==> config.mk <==
export PLATFORM = sky130hd
export DESIGN_NAME = tmds_decoder
export DESIGN_NICKNAME = d
export VERILOG_FILES = /design/src/rtl/tmds_pkg.sv /design/src/rtl/tmds_symbol_decode.sv /design/src/rtl/tmds_decoder.sv
export SDC_FILE = /design/constraint.sdc
export NUM_CORES = 1
export LEC_CHECK = 0
export ABC_AREA = 1
export CORE_UTILIZATION = 66
export CTS_BUF_LIST = sky130_fd_sc_hd__clkbuf_4 sky130_fd_sc_hd__clkbuf_8
export DETAILED_ROUTE_END_ITERATION = 7
export PLACE_DENSITY_LB_ADDON = 0.05
export SLEW_MARGIN = 20
export SYNTH_ARGS = -nofsm -noshare
export SYNTH_HDL_FRONTEND = slang
export SYNTH_SLANG_ARGS = --single-unit
export TNS_END_PERCENT = 10
==> constraint.sdc <==
create_clock -name pixclk -period 4.4 [get_ports pixclk]
set_input_delay 1.1 -clock pixclk [delete_from_list [all_inputs] [get_ports pixclk]]
set_output_delay 1.1 -clock pixclk [all_outputs]
set_load 0.02 [all_outputs]
==> src/rtl/tmds_pkg.sv <==
// Shared TMDS definitions: control-token codes and the receive alignment FSM state.
package tmds_pkg;

   localparam logic [9:0] CTL_TOKEN_00 = 10'b1101010100;
   localparam logic [9:0] CTL_TOKEN_01 = 10'b0010101011;
   localparam logic [9:0] CTL_TOKEN_10 = 10'b0101010100;
   localparam logic [9:0] CTL_TOKEN_11 = 10'b1010101011;

   typedef enum logic {
      SEARCH,
      LOCKED
   } align_state_t;

endpackage

==> src/rtl/tmds_symbol_decode.sv <==
// Combinational decode of one aligned 10-bit TMDS symbol into control or video data.
module tmds_symbol_decode
   import tmds_pkg::*;
(
   input  logic [9:0] w,
   output logic       is_ctl,
   output logic [1:0] cd,
   output logic [7:0] vd
);

   logic [7:0] d;

   always_comb begin
      is_ctl = 1'b1;
      cd     = 2'b00;
      unique case (w)
         CTL_TOKEN_00: cd = 2'b00;
         CTL_TOKEN_01: cd = 2'b01;
         CTL_TOKEN_10: cd = 2'b10;
         CTL_TOKEN_11: cd = 2'b11;
         default:      is_ctl = 1'b0;
      endcase
   end

   // Undo the optional inversion (bit 9), then the XOR/XNOR chain (bit 8).
   always_comb begin
      d     = w[9] ? ~w[7:0] : w[7:0];
      vd    = 8'h00;
      vd[0] = d[0];
      for (int i = 1; i < 8; i++) begin
         vd[i] = w[8] ? (d[i] ^ d[i-1]) : ~(d[i] ^ d[i-1]);
      end
   end

endmodule

==> src/rtl/tmds_decoder.sv <==
// TMDS receive decoder: bit-slip word alignment on control tokens, lock tracking, symbol decode.
module tmds_decoder
   import tmds_pkg::*;
#(
   parameter int unsigned LOCK_COUNT    = 8,
   parameter int unsigned SEARCH_CYCLES = 4096,
   parameter int unsigned MAX_GAP       = 8192
) (
   input  logic       pixclk,
   input  logic       rst,
   input  logic [9:0] tmds_in,
   output logic [7:0] vd,
   output logic [1:0] cd,
   output logic       vde,
   output logic       locked,
   output logic [3:0] offset
);

   localparam int unsigned RunW   = (LOCK_COUNT > 1) ? $clog2(LOCK_COUNT) : 1;
   localparam int unsigned TimerW = (SEARCH_CYCLES > 1) ? $clog2(SEARCH_CYCLES) : 1;
   localparam int unsigned GapW   = (MAX_GAP > 1) ? $clog2(MAX_GAP) : 1;

   localparam logic [RunW-1:0]   RunMax   = RunW'(LOCK_COUNT - 1);
   localparam logic [TimerW-1:0] TimerMax = TimerW'(SEARCH_CYCLES - 1);
   localparam logic [GapW-1:0]   GapMax   = GapW'(MAX_GAP - 1);

   align_state_t      state;
   logic [9:0]        r0, r1;
   logic [RunW-1:0]   run;
   logic [TimerW-1:0] timer;
   logic [GapW-1:0]   gap;

   logic [19:0] pair_shifted;
   logic [9:0]  w;
   logic        sym_is_ctl;
   logic [1:0]  sym_cd;
   logic [7:0]  sym_vd;

   logic go_lock, go_search, slip, hold_lock;

   // r1 is the older word, so it supplies the low (earlier) bits of the window.
   always_comb begin
      pair_shifted = {r0, r1} >> offset;
      w            = pair_shifted[9:0];
   end

   tmds_symbol_decode u_symbol_decode (
      .w      (w),
      .is_ctl (sym_is_ctl),
      .cd     (sym_cd),
      .vd     (sym_vd)
   );

   // Lock wins over a coincident search timeout.
   always_comb begin
      go_lock   = (state == SEARCH) && sym_is_ctl && (run == RunMax);
      go_search = (state == LOCKED) && !sym_is_ctl && (gap == GapMax);
      slip      = (state == SEARCH) && !go_lock && (timer == TimerMax);
      hold_lock = go_lock || ((state == LOCKED) && !go_search);
   end

   always_ff @(posedge pixclk or posedge rst) begin
      if (rst) begin
         state  <= SEARCH;
         r0     <= '0;
         r1     <= '0;
         run    <= '0;
         timer  <= '0;
         gap    <= '0;
         offset <= 4'd0;
         locked <= 1'b0;
         vd     <= 8'h00;
         cd     <= 2'b00;
         vde    <= 1'b0;
      end else begin
         r0 <= tmds_in;
         r1 <= r0;

         unique case (state)
            SEARCH: begin
               if (go_lock) begin
                  state  <= LOCKED;
                  locked <= 1'b1;
                  gap    <= '0;
                  run    <= '0;
                  timer  <= '0;
               end else if (slip) begin
                  offset <= (offset == 4'd9) ? 4'd0 : offset + 4'd1;
                  run    <= '0;
                  timer  <= '0;
               end else begin
                  if (sym_is_ctl) begin
                     run <= (run == RunMax) ? run : run + 1'b1;
                  end else begin
                     run <= '0;
                  end
                  timer <= (timer == TimerMax) ? timer : timer + 1'b1;
               end
            end
            LOCKED: begin
               if (go_search) begin
                  state  <= SEARCH;
                  locked <= 1'b0;
                  run    <= '0;
                  timer  <= '0;
                  gap    <= '0;
               end else if (sym_is_ctl) begin
                  gap <= '0;
               end else begin
                  gap <= (gap == GapMax) ? gap : gap + 1'b1;
               end
            end
            default: state <= SEARCH;
         endcase

         // Outputs follow the lock status being entered on this edge.
         if (hold_lock) begin
            if (sym_is_ctl) begin
               vde <= 1'b0;
               cd  <= sym_cd;
            end else begin
               vde <= 1'b1;
               vd  <= sym_vd;
            end
         end else begin
            vde <= 1'b0;
            vd  <= 8'h00;
            cd  <= 2'b00;
         end
      end
   end

endmodule

== After elaboration in Yosys (flattened, before gate mapping) ==
Index checks and enable logic that the tools add are counted.

* Add/sub/neg operators: 4
* $mul: 0
* Divide/modulo/power cells: 0
* $lt $le $gt $ge: 0
* Equal/unequal tests: 15
* Shift-type cells: 1
* Mux-type cells: 39
* Bitwise logic cells: 17
* Reduce and logical (&&, ||, !) cells: 17

{| class="wikitable"
|+ Operators with widths
! cell !! count
|-
| $mux W13 || 4
|-
| $mux W12 || 4
|-
| $pmux W13 S2 || 1
|-
| $mux W8 || 3
|-
| $pmux W12 S2 || 1
|-
| $eq A10 B10 Y1 const B || 2
|-
| $shr A20 B4 Y10 || 1
|-
| $mux W3 || 5
|-
| $mux W1 || 14
|-
| $add A13 B1 Y13 const B || 1
|-
| $eq A13 B13 Y1 const B || 1
|-
| $add A12 B1 Y12 const B || 1
|-
| $eq A12 B12 Y1 const B || 1
|-
| $eq A10 B8 Y1 const B || 1
|-
| $eq A10 B9 Y1 const B || 1
|-
| $not A1 Y1 || 9
|-
| $ne A4 B4 Y1 const B || 2
|-
| $not A8 Y8 || 1
|-
| $reduce_and A2 Y1 || 4
|-
| $logic_and A1 B1 Y1 || 7
|-
| $xor A1 B1 Y1 || 7
|-
| $ne A2 B2 Y1 const B || 3
|-
| $pmux W2 S3 || 1
|-
| $pmux W3 S2 || 1
|-
| 13 further kinds || 17
|}

* Register bits: 65
* Bits in latches: 0
* RAM bits: 0
* ROM bits: 0
* Input bits: 12
* Output and inout port bits: 16
* Logic and storage cells: 104
* Memories kept: 0

== Longest topological paths before layout ==
* Word-level depth: 12
* Mapped depth: 20
* Depth with buffers taken out: 18

== By module ==
A second synthesis with hierarchy kept.

* Cells, all modules: 545
* Area total of the unflattened synthesis: 3942.5 µm²

{| class="wikitable"
|+ Modules (own cells, without submodules)
! module !! instances !! cells each !! area an instance (µm²) !! sequential area each (µm²)
|-
| tmds_decoder || 1 || 488 || 3607.2 || 1626.6
|-
| tmds_symbol_decode || 1 || 57 || 335.3 || 0.0
|}

== Least setup slack after synthesis ==
OpenSTA, ideal clock, no wires.

* Path kind: register to register
* Start: register offset[0]
* End: register timer[2]
* Setup time: 0.123 ns
* Arrival time: 2.571 ns
* Data required time: 4.277 ns
* Setup slack: 1.706 ns
* Stages on the path, launching flop included: 19
* Buffers on the path: 2
* Clock period less this slack: 2.694 ns
* Cells stage by stage: dfrtp_1 -> inv_2 -> buf_1 -> nand2_1 -> nand3_1 -> nand2_1 -> o21ai_0 -> nand2_1 -> and3_1 -> inv_1 -> ha_1 -> nand2_1 -> nor2_1 -> nand2_8 -> nand2_4 -> nand3_4 -> buf_6 -> nand3_1 -> o21ai_1

* Longest elaborated chain between the ends: 12
* Elaborated cells on any way between the ends: 21
* Classes of those cells: eq/ne: 6; shift: 1; mux: 4; reduce/logical: 10

{| class="wikitable"
|+ RTL lines
! element !! RTL line !! source
|-
| start, declared || tmds_decoder.sv:16 || <nowiki>output logic [3:0] offset</nowiki>
|-
| start signal, assigned || tmds_decoder.sv:88 || <nowiki>offset <= (offset == 4'd9) ? 4'd0 : offset + 4'd1;</nowiki>
|-
| $shr A20 B4 Y10 (*) || tmds_decoder.sv:43 || <nowiki>pair_shifted = {r0, r1} >> offset;</nowiki>
|-
| $eq A10 B10 Y1 (tied with other cells) || tmds_symbol_decode.sv:16 || <nowiki>unique case (w)</nowiki>
|-
| $reduce_or A4 Y1 (no line) (*) || n/a ||
|-
| $mux W1 (*) || tmds_symbol_decode.sv:16 ||
|-
| $logic_and A1 B1 Y1 (2 in a row) || tmds_decoder.sv:56 || <nowiki>go_lock = (state == SEARCH) && sym_is_ctl && (run == RunMax);</nowiki>
|-
| $logic_not A1 Y1 || tmds_decoder.sv:58 || <nowiki>slip = (state == SEARCH) && !go_lock && (timer == TimerMax);</nowiki>
|-
| $logic_and A1 B1 Y1 (2 in a row) || tmds_decoder.sv:58 ||
|-
| $mux W12 || tmds_decoder.sv:87 || <nowiki>end else if (slip) begin</nowiki>
|-
| $mux W12 || tmds_decoder.sv:81 || <nowiki>if (go_lock) begin</nowiki>
|-
| $pmux W12 S2 || tmds_decoder.sv:79 || <nowiki>unique case (state)</nowiki>
|-
| end signal, assigned || tmds_decoder.sv:97 || <nowiki>timer <= (timer == TimerMax) ? timer : timer + 1'b1;</nowiki>
|-
| end, declared || tmds_decoder.sv:30 || <nowiki>logic [TimerW-1:0] timer;</nowiki>
|}

Every way passes the cells marked *; elsewhere a longest branch is shown, timed or not.
A chain may end at the register's enable or synchronous reset.

== Worst setup path after layout ==
* Start: register offset[0]
* End: register gap[4]

* Longest elaborated chain between the ends: 9
* Elaborated cells on any way between the ends: 18
* Classes of those cells: eq/ne: 6; shift: 1; mux: 4; reduce/logical: 7

{| class="wikitable"
|+ RTL lines
! element !! RTL line !! source
|-
| $shr A20 B4 Y10 (*) || tmds_decoder.sv:43 ||
|-
| $eq A10 B10 Y1 (tied with other cells) || tmds_symbol_decode.sv:16 ||
|-
| $reduce_or A4 Y1 (no line) (*) || n/a ||
|-
| $mux W1 (*) || tmds_symbol_decode.sv:16 ||
|-
| $logic_not A1 Y1 || tmds_decoder.sv:57 || <nowiki>go_search = (state == LOCKED) && !sym_is_ctl && (gap == GapMax);</nowiki>
|-
| $logic_and A1 B1 Y1 (2 in a row) || tmds_decoder.sv:57 ||
|-
| $ne A4 B4 Y1 (no line) / $mux W13 (equally long branches) || n/a ||
|-
| $reduce_and A2 Y1 (no line) / $pmux W13 S2 (equally long branches) || n/a ||
|-
| end signal, assigned || tmds_decoder.sv:110 || <nowiki>gap <= (gap == GapMax) ? gap : gap + 1'b1;</nowiki>
|-
| end, declared || tmds_decoder.sv:31 || <nowiki>logic [GapW-1:0] gap;</nowiki>
|}

Marks and branches as above.

==> reports/metrics.csv <==
stage,metric,value,unit
worst_setup_path,crit_buf_inv,2,
routing,postRouteAntennaNets,0,
worst_setup_path,path_cells,inv_2 -> o21ai_0 -> nand2_1 -> nand3_1 -> nand2_1 -> nand2_1 -> nand2_1 -> inv_1 -> ha_1 -> nand2_1 -> nor2_1 -> nand2_8 -> nand2_4 -> nand3_4 -> nand2_1 -> o21ai_0,
worst_hold_path,hold_class,flip-flop to flip-flop,
cts,hold_buffers,0,
floorplan,row_count,27,
synth,postSynthAreaPerCell,7.57,µm²
place,gp_congestion,0.975,
synth,synthTopCellsByArea,"dfrtp_1 41%, nand2_1 14%, nand3_1 12%, inv_1 5.1%, o21ai_0 4.0%",
cts,cts_tree,yes,
global_route,gr-total-overflow,0,
place,numPortBuffers,27,
cells_and_area,nets,576,
synth,syn_inst,528,
cts,cts_buffers,9,
worst_setup_path,slowest_delay,0.59,ns
status,status,completed,
pwr,p_total,1.19,mW
pwr,ir_drop,235,µV
global_route,grt_pass1_vias,3446,
cts,root_buffer,clkbuf_8,
place,dpl.hpwl,6.77,mm
floorplan,die_area,0.00637,mm²
cts,post_cts_buffers,0,
routing,vias,3724,
pwr,power_density,267,mW/mm²
synth,synth_cell_types,35,
cells_and_area,areaGrowthSynthToFinish,12.1,%
worst_setup_path,r2r_setup_slack,1.14,ns
sta,fin_hold_ws,0.419,ns
floorplan,start_util,70.4,%
synth,ys_ff_latch,65,
cells_and_area,layout_commonest_cell,nand2_1,
cts,cts.sinks,65,
sta,fmax,307,MHz
cells_and_area,layout_common_cells,"151 x nand2_1, 95 x nand3_1, 65 x dfrtp_1, 53 x inv_1, 32 x o21ai_0",
worst_setup_path,slowest_stage,dfrtp_1,
place,placed_cells,613,
floorplan,io_pins,28,
routing,post_drt_wl_per_cell,14.8,µm
sta,final.min_clock_period,3.26,ns
floorplan,fp.coreArea,0.00568,mm²
sta,maxSlewHeadroom,44.5,%
flow_run,drv_cap,0,
cts,cts_buffer_depth,2,
global_route,track_usage,32.6,%
place,pre_cts_ws,1.23,ns
cells_and_area,stdcell_area,0.00448,mm²
cells_and_area,insertedDiodeCount,0,
synth,syn-cell-area,0.00400,mm²
routing,totalWireLength,9.33,mm
routing,drc_errors,0,
cts,clock_latency,0.35,ns
worst_setup_path,crit_arrival,3.49,ns
cts,htreeDepth,3,
sta,finalWorstSetupSlack,1.14,ns
worst_setup_path,cp-start-kind,flip-flop,
cts,path_clk_slew,0.08,ns
worst_setup_path,rr_worst_depth,16,
cells_and_area,drive_above_1_share,7.00,%
routing,drt-initial-drc-count,180,
cells_and_area,fin_cells,629,
synth,ys_async_sr_fraction,100,%
routing,via_per_inst,5.92,
global_route,antenna_found_initial,0,
synth,synthesis.nets,552,
sta,hold_viol,0,
worst_setup_path,critPathMaxFanout,19,
synth,ys_seq_area_share,40.7,%
sta,final_max_slew_viol_count,0,
sta,grt_setup_unrepaired,false,
place,place_area,0.00429,mm²
worst_setup_path,required,4.63,ns
cts,cts_resized,0,
sta,tightest_slew,0.833,ns
worst_setup_path,cp-end-kind,flip-flop,
synth,ys.flop_type,dfrtp_1,
worst_setup_path,timing.critical_path.mode_cell,nand2_1,
sta,skew,0.0116,ns
global_route,grt_pass1_wl,15.8,mm
floorplan,die_x,79.8,µm
worst_setup_path,cp.depth,16,
worst_setup_path,path_class,flip-flop to flip-flop,
synth,synth_edf_count,0,
synth,synth_largest_area_cell,dfrtp_1,
synth,yosysWarnings,0,
sta,setup_tns,0,ns
routing,firstDrtPassIters,6,
global_route,grt_max_degree,28,
cells_and_area,fin_util,78.9,%
worst_setup_path,crit_family,simple AND/OR/NAND/NOR gates,
floorplan,die_y,79.8,µm
pwr,leakagePower,2.20,nW
synth,netlist.area_leader.share,40.7,%
worst_hold_path,whs_path_depth,0,
sta,final-setup-viol-count,0,
sta,finalCritPeriodShare,74.1,%
==> cell type report <==
| type | count | area [µm²] |
|---|---|---|
| fill | 417 | 1200 |
| tap | 72 | 90.1 |
| inverter | 56 | 210 |
| timing repair buffer | 32 | 308 |
| clock inverter | 7 | 68.8 |
| clock buffer | 9 | 124 |
| multi-input combinational | 388 | 2050 |
| sequential | 65 | 1630 |
==> logic make-up after synthesis <==
kind of cell / count (synthesis) / synth area share, %
DFF: 65 / 40.7
AOI/OAI and AO/OA: 66 / 10.0
adders and majority gates: 12 / 3.76
and+or+nand+nor: 299 / 35.1
buffers and inverters: 75 / 7.98
xor gates and xnor gates: 11 / 2.41
==> metal layers <==
metal,wire length (µm),track usage (%),up-vias
met3,590,6.86,18
li1,-,-,1807
met4,170,11.8,0
met5,0,0,-
met2,4460,53.5,158
met1,4100,42.4,1741
==> flip-flops by register name, indices dropped and copies added, names as in the netlist <==
| register | cells |
|---|---|
| r0 | 10 |
| r1 | 10 |
| cd | 2 |
| gap | 13 |
| offset | 4 |
| timer | 12 |
| locked | 1 |
| run | 3 |
| vd | 8 |
| vde | 1 |
| state | 1 |
==> synthesized netlist by cell type, types with 3 or more instances <==
cell type,n
dfrtp_1,65
nand3_1,95
nand3b_1,3
clkbuf_1,4
buf_6,3
nand4_1,12
o211ai_1,15
buf_2,6
nand2_1,151
o21ai_1,3
nor3_1,4
xnor2_1,5
nor2_1,18
buf_1,4
ha_1,12
xor2_1,6
a21oi_1,10
o21ai_0,32
inv_1,54
==> power by group <==
group	internal (mW)	switching, mW
logic	0.0288	0.0453
registers	0.606	0.00728
clock network	0.260	0.246
total	0.895	0.298
==> worst register-to-register path, delay by kind of cell (launching register included) <==
| kind | cells | cell delay [ns] |
|---|---|---|
| simple gates | 11 | 1.63 |
| fa+ha+maj | 1 | 0.15 |
| compound gates | 2 | 0.46 |
| buf+inv | 2 | 0.32 |
| flops | 1 | 0.59 |
==> worst paths after layout <==
check | startpoint | end
worst max-delay path | offset[0]$_DFFE_PP0P_ | gap[4]$_DFFE_PP0P_
worst min-delay path | r0[6]$_DFF_PP0_ | r1[6]$_DFF_PP0_
worst max register to register | offset[0]$_DFFE_PP0P_ | gap[4]$_DFFE_PP0P_
worst min register to register | r0[6]$_DFF_PP0_ | r1[6]$_DFF_PP0_
max in group asynchronous | rst | vd[0]$_DFFE_PP0P_
min in group asynchronous | rst | timer[11]$_DFFE_PP0P_
(Power assumes the default switching activity.)
